$ cat config.mk
export PLATFORM = sky130hd
export DESIGN_NAME = pipe_fwd_unit
export DESIGN_NICKNAME = d
export VERILOG_FILES = /design/src/rtl/pipe_fwd_unit_pkg.sv /design/src/rtl/pipe_fwd_sel.sv /design/src/rtl/pipe_fwd_unit.sv
export SDC_FILE = /design/constraint.sdc
export NUM_CORES = 1
export LEC_CHECK = 0
export BUFFER_PORTS_ARGS = -buffer_cell sky130_fd_sc_hd__buf_2
export CAP_MARGIN = 20
export CELL_PAD_IN_SITES_DETAIL_PLACEMENT = 0
export CELL_PAD_IN_SITES_GLOBAL_PLACEMENT = 1
export CORE_UTILIZATION = 38
export DETAILED_ROUTE_END_ITERATION = 8
export GPL_TIMING_DRIVEN = 0
export PLACE_DENSITY = 0.85
export SYNTH_ARGS = -nofsm -noshare
export SYNTH_HDL_FRONTEND = slang
export SYNTH_SLANG_ARGS = --single-unit
$ cat constraint.sdc
create_clock -name clock -period 8 [get_ports clock]
set_input_delay 1.6 -clock clock [delete_from_list [all_inputs] [get_ports clock]]
set_output_delay 1.6 -clock clock [all_outputs]
set_load 0.02 [all_outputs]
$ cat src/rtl/pipe_fwd_unit_pkg.sv
// Shared types for the operand-forwarding unit: the forward-select encoding,
// the register-zero constant and the per-stage destination tag.
package pipe_fwd_unit_pkg;

    // Register-number width carried by every stage tag
    localparam int RN_W = 5;

    typedef enum logic [1:0] {
        FWD_RF  = 2'd0,
        FWD_EXE = 2'd1,
        FWD_MEM = 2'd2,
        FWD_WB  = 2'd3
    } fwd_sel_t;

    localparam logic [RN_W-1:0] REG_ZERO = '0;

    typedef struct packed {
        logic            wreg;
        logic            m2reg;
        logic [RN_W-1:0] rn;
    } stage_tag_t;

    // A source hits a stage when it is read, is not r0, and the stage writes it
    function automatic logic tag_hit(input stage_tag_t tag, input logic use_src,
                                     input logic [RN_W-1:0] src);
        return use_src && (src != REG_ZERO) && tag.wreg && (tag.rn == src);
    endfunction

endpackage

$ cat src/rtl/pipe_fwd_sel.sv
// Per-operand forwarding selector: picks the youngest stage writing the source
// register (EXE > MEM > WB) and falls back to the register-file read.
module pipe_fwd_sel
    import pipe_fwd_unit_pkg::*;
#(
    parameter int DW = 32
) (
    input  logic            use_src,
    input  logic [RN_W-1:0] src,
    input  logic            e_wreg,
    input  logic [RN_W-1:0] e_rn,
    input  logic            m_wreg,
    input  logic [RN_W-1:0] m_rn,
    input  logic            w_wreg,
    input  logic [RN_W-1:0] w_rn,
    input  logic [DW-1:0]   rf_val,
    input  logic [DW-1:0]   e_val,
    input  logic [DW-1:0]   m_val,
    input  logic [DW-1:0]   w_val,
    output logic [1:0]      sel,
    output logic [DW-1:0]   val
);

    stage_tag_t e_tag, m_tag, w_tag;
    fwd_sel_t   sel_q;

    assign e_tag = '{wreg: e_wreg, m2reg: 1'b0, rn: e_rn};
    assign m_tag = '{wreg: m_wreg, m2reg: 1'b0, rn: m_rn};
    assign w_tag = '{wreg: w_wreg, m2reg: 1'b0, rn: w_rn};

    // NOTE: both outputs get a default before the priority chain so no path
    // leaves them unassigned; otherwise synthesis would infer latches.
    always_comb begin
        sel_q = FWD_RF;
        val   = rf_val;
        if (tag_hit(e_tag, use_src, src)) begin
            sel_q = FWD_EXE;
            val   = e_val;
        end else if (tag_hit(m_tag, use_src, src)) begin
            sel_q = FWD_MEM;
            val   = m_val;
        end else if (tag_hit(w_tag, use_src, src)) begin
            sel_q = FWD_WB;
            val   = w_val;
        end
    end

    assign sel = sel_q;

endmodule

$ cat src/rtl/pipe_fwd_unit.sv
// Operand-forwarding and load-use interlock unit. Tracks EXE/MEM/WB writers and
// bypasses their results to ID. Define FWD_STALL_CNT_EN to add stall/forward counters.
module pipe_fwd_unit
    import pipe_fwd_unit_pkg::*;
#(
    parameter int DW = 32,
    // Stage tags are RN_W wide, so RW must stay equal to RN_W
    parameter int RW = RN_W
) (
    input  logic          clock,
    input  logic          reset,
    input  logic [RW-1:0] drs,
    input  logic [RW-1:0] drt,
    input  logic          duse_rs,
    input  logic          duse_rt,
    input  logic [DW-1:0] dqa,
    input  logic [DW-1:0] dqb,
    input  logic          dwreg,
    input  logic          dm2reg,
    input  logic          dflush,
    input  logic [RW-1:0] ern,
    input  logic [DW-1:0] ealu,
    input  logic [DW-1:0] mmo,
    output logic [DW-1:0] fa,
    output logic [DW-1:0] fb,
    output logic          stall,
    output logic [1:0]    fwda,
    output logic [1:0]    fwdb
`ifdef FWD_STALL_CNT_EN
    ,
    output logic [31:0]   stall_cnt,
    output logic [31:0]   fwd_cnt
`endif
);

    logic          ewreg, em2reg;
    stage_tag_t    m_tag;
    logic [DW-1:0] malu;
    logic          wwreg;
    logic [RW-1:0] wrn;
    logic [DW-1:0] wdata;

    stage_tag_t    e_tag;
    logic [DW-1:0] m_val;
    logic          load_hit;

    assign e_tag = '{wreg: ewreg, m2reg: em2reg, rn: ern};

    // A load in MEM has its data on mmo now; anything else still holds its ALU result
    assign m_val = m_tag.m2reg ? mmo : malu;

    // Load still in EXE: its data does not exist yet, so ID must wait one cycle
    assign load_hit = e_tag.m2reg &&
                      (tag_hit(e_tag, duse_rs, drs) || tag_hit(e_tag, duse_rt, drt));
    assign stall    = load_hit;

    pipe_fwd_sel #(.DW(DW)) u_sel_a (
        .use_src (duse_rs),
        .src     (drs),
        .e_wreg  (ewreg),
        .e_rn    (ern),
        .m_wreg  (m_tag.wreg),
        .m_rn    (m_tag.rn),
        .w_wreg  (wwreg),
        .w_rn    (wrn),
        .rf_val  (dqa),
        .e_val   (ealu),
        .m_val   (m_val),
        .w_val   (wdata),
        .sel     (fwda),
        .val     (fa)
    );

    pipe_fwd_sel #(.DW(DW)) u_sel_b (
        .use_src (duse_rt),
        .src     (drt),
        .e_wreg  (ewreg),
        .e_rn    (ern),
        .m_wreg  (m_tag.wreg),
        .m_rn    (m_tag.rn),
        .w_wreg  (wwreg),
        .w_rn    (wrn),
        .rf_val  (dqb),
        .e_val   (ealu),
        .m_val   (m_val),
        .w_val   (wdata),
        .sel     (fwdb),
        .val     (fb)
    );

    // NOTE: state uses non-blocking assignments so every stage samples the
    // pre-edge value of the stage before it, like a real pipeline register.
    always_ff @(posedge clock or posedge reset) begin
        if (reset) begin
            ewreg  <= 1'b0;
            em2reg <= 1'b0;
            m_tag  <= '0;
            malu   <= '0;
            wwreg  <= 1'b0;
            wrn    <= '0;
            wdata  <= '0;
        end else begin
            // A stalled or flushed ID instruction enters EXE as a bubble
            ewreg      <= dwreg  & ~stall & ~dflush;
            em2reg     <= dm2reg & ~stall & ~dflush;
            m_tag.wreg  <= ewreg;
            m_tag.m2reg <= em2reg;
            m_tag.rn    <= ern;
            malu       <= ealu;
            wwreg      <= m_tag.wreg;
            wrn        <= m_tag.rn;
            wdata      <= m_val;
        end
    end

`ifdef FWD_STALL_CNT_EN
    logic fwd_event;

    assign fwd_event = ((fwda != FWD_RF) || (fwdb != FWD_RF)) && !stall;

    always_ff @(posedge clock or posedge reset) begin
        if (reset) begin
            stall_cnt <= '0;
            fwd_cnt   <= '0;
        end else begin
            if (stall && (stall_cnt != '1)) begin
                stall_cnt <= stall_cnt + 32'd1;
            end
            if (fwd_event && (fwd_cnt != '1)) begin
                fwd_cnt <= fwd_cnt + 32'd1;
            end
        end
    end
`endif

endmodule

==> flow_summary_export.csv <==
group,metric,value,unit
yosys,synth_area_leaders,"dfrtp_1 37%, mux2_2 6.1%, a22o_1 5.7%, o41ai_1 5.2%, o211ai_1 4.9%",
timing,finalMaxSlewViolations,0,
critical_path,r2r_end,"em2reg$_DFF_PP0_",
floorplanning,dieHeight,121,um
clock_tree,h-tree-depth,3,
routing,num_vias,5633,
timing,hold_viol_final,0,
power_and_ir_drop,pwr-share-clk,40.1,%
critical_path,critPathMaxStageDelay,550,ps
clock_tree,root_buffer,"clkbuf_16",
power_and_ir_drop,total_power,0.00112,W
flow_run,max-cap-violations,0,
floorplanning,dieArea,14500,um^2
power_and_ir_drop,vdd_drop_max,0.101,mV
yosys,synth_top_area_share,37.0,%
timing,setup_ws,2270,ps
floorplanning,io_pins,219,
power_and_ir_drop,seqPwrFrac,38.9,%
timing,worstMarginPinSlew,1060,ps
yosys,syn-num-nets,737,
clock_tree,clockBufferDepth,2,
yosys,mappedNetlistArea,5340,um^2
power_and_ir_drop,p_switching,0.000330,W
clock_tree,clk_latency,350,ps
critical_path,worstPathRequired,6400,ps
finish,area_growth,30.9,%
critical_path,crit-reg2reg-launch,"ewreg$_DFF_PP0_",
power_and_ir_drop,comb_power_share,21.0,%
placed_design,place_congestion,0.856,
placed_design,port_buffers,216,
critical_path,cp_slowest_cell,"clkbuf_1",
clock_tree,cts-buffers-inserted,9,
finish,n_fill_cell,1322,
critical_path,worst-r2r-setup-slack,6160,ps
grt,grtUsageTotal,28.1,%
clock_tree,cts_tree,"built",
yosys,synth_warnings,0,
placed_design,pre_cts_ws,2330,ps
yosys,synth_seq_cells,79,
yosys,synth_top_area_cell,"dfrtp_1",
clock_tree,clk_pin_slew_worst_paths,60,ps
timing,period_share,71.6,%
timing,fmax,175,MHz
floorplanning,initial_utilization,39.7,%
status,outcome,"finished clean",
floorplanning,core_area,13500,um^2
floorplanning,fp-row-count,42,
clock_tree,cts_hold_buf,0,
yosys,syn_avg_cell_area,9.10,um^2
routing,vias_per_cell,5.66,
timing,rsz0062_at_grt,"false",
grt,grt_pass1_wl,30.8,mm
timing,finClkSkew,5.99,ps
critical_path,crit_path_cell_trace,"clkbuf_1 -> xnor2_1 -> nand4_1 -> nor3_1 -> clkbuf_1 -> clkbuf_1 -> nand2_1 -> o31ai_1 -> buf_2",
routing,drc,0,
critical_path,startpoint_type,"input port",
grt,antenna_found_initial,0,
power_and_ir_drop,p_leak,3.29,nW
critical_path,end_kind,"output port",
timing,setup-violations-final,0,
finish,nNetsFinal,965,
routing,postRouteAntennaNets,0,
routing,dr.pass1.iters,7,
routing,drt-initial-drc-count,300,
power_and_ir_drop,power_density,161,nW/um^2
clock_tree,cts.repair.resized,0,
grt,grt_max_degree,55,
timing,setup_tns,0,ps
timing,timing.slew.headroom,28.5,%
finish,diodes,0,
routing,wire_per_inst,20.1,um
routing,wl,20.0,mm
yosys,synth_cell_types,36,
finish,finalCoreUtilization,52.0,%
yosys,seq_area_frac_synth,37.0,%
grt,grt_remaining_overflow,0,
power_and_ir_drop,internal_power,0.000795,W
critical_path,startpoint,"drs[0]",
clock_tree,cts.sinks,79,
worst_hold_path,hp-class,"reg -> reg",
timing,period_needed,5730,ps
yosys,synthCells,587,
critical_path,crit_path_frequent_cell,"clkbuf_1",
clock_tree,post-cts-setup-buffers,0,
critical_path,r2r_cells,5,
placed_design,post-dp-hpwl,14.6,mm
power_and_ir_drop,swShare,29.3,%
critical_path,cp-endpoint,"fa[12]",
critical_path,crit_fanout,10,
floorplanning,die_w,121,um
critical_path,critPathKind,"in -> out",
finish,drive_gt1_share,37.0,%
grt,grt_pass1_vias,5770,
critical_path,cp.arrival,4130,ps
## sequential cells by signal, indices dropped and copies added, names as in the netlist
name	cells
em2reg	1
wdata	32
malu	32
wwreg	1
wrn	5
ewreg	1
m_tag	7
## worst max-delay path, delay by kind of cell
kind	cells	cell delay [ps]
XOR/XNOR	1	180
buffers and inverters	4	1500
AO/OA/AOI/OAI	1	110
AND/OR/NAND/NOR	3	730
## worst min path at each step
stage | cells after the start | end | from
floorplan | 0 | m_tag[5]$_DFF_PP0_ | em2reg$_DFF_PP0_
global placement | 0 | m_tag[5]$_DFF_PP0_ | em2reg$_DFF_PP0_
detailed placement | 0 | m_tag[5]$_DFF_PP0_ | em2reg$_DFF_PP0_
CTS | 0 | m_tag[5]$_DFF_PP0_ | em2reg$_DFF_PP0_
global route | 0 | m_tag[5]$_DFF_PP0_ | em2reg$_DFF_PP0_
finish | 0 | m_tag[5]$_DFF_PP0_ | em2reg$_DFF_PP0_
## power by group through the flow
stage               clock network [W]  registers (W)  logic [W]
finish                       0.000451       0.000438   0.000237
global route                 0.000478       0.000440   0.000257
CTS                          0.000461       0.000437   0.000236
detailed placement                  0       0.000445   0.000235
global placement                    0       0.000443   0.000229
floorplan                           0       0.000441   0.000137
## cells by family after synthesis
group	count (synthesis)	synth area share, %
AOI/OAI and AO/OA	232	34.0
xor gates and xnor gates	29	4.76
buffers and inverters	129	10.4
DFF	79	37.0
muxes	32	6.68
and+or+nand+nor	86	7.14
## area by class of cell
type	instances	area (um^2)	area share [%]
Multi-Input combinational cell	379	2810	40.2
Sequential cell	79	1980	28.3
Timing Repair Buffer	217	1110	15.8
Buffer	60	297	4.24
Inverter	69	262	3.74
Clock buffer	9	225	3.22
Tap cell	176	220	3.15
Clock inverter	7	96.3	1.38
## Yosys cell counts, drive strengths merged
master and number:
clkbuf 38, nand4b 1, a21o 1, a21boi 29, dfrtp 79, xor2 8
nor3b 2, mux2i 3, nor2 31, or4 3, nand2b 1, inv 69
and2 1, a211oi 29, o21bai 1, nand4 3, o31ai 29, nor3 3
o21a 1, buf 22, o21ai 3, o41ai 32, or3 1, nand3 4
a21oi 36, nor4 2, mux2 29, o211ai 35, and4b 1, a22o 35
o2111a 1, nand2 33, xnor2 21
## layer usage
metal,wire length (um),track usage (%)
met1,8570,37.1
met2,9410,45.2
met3,1610,5.19
met4,416,11.5
met5,0,0
## stage by stage
step / cells / hold WS (ps) / cell area [um^2]
finish: 996 / 381 / 6990
global route: 996 / 403 / 6990
CTS: 996 / 382 / 6990
detailed placement: 980 / 368 / 6670
global placement: 979 / 358 / 6640
floorplan: 587 / 354 / 5340
## cells in the final DEF, fill, tap and decap left out, types with 2 or more instances in the layout
cell type,n
buf_2,231
dfrtp_1,79
inv_1,68
clkbuf_1,38
a21oi_1,36
o211ai_1,35
a22o_1,35
nand2_1,33
o41ai_1,32
nor2_1,31
mux2_2,29
a21boi_0,29
o31ai_1,29
xnor2_1,21
a211oi_2,16
a211oi_1,13
clkbuf_16,9
xor2_1,8
buf_6,7
nand3_1,4
mux2i_1,3
or4_1,3
nand4_1,3
nor3_1,3
nor4_1,2
o21ai_1,2
nor3b_1,2
bufinv_16,2
clkinv_2,2
clkinv_4,2
Power figures use the tool's default switching activity.
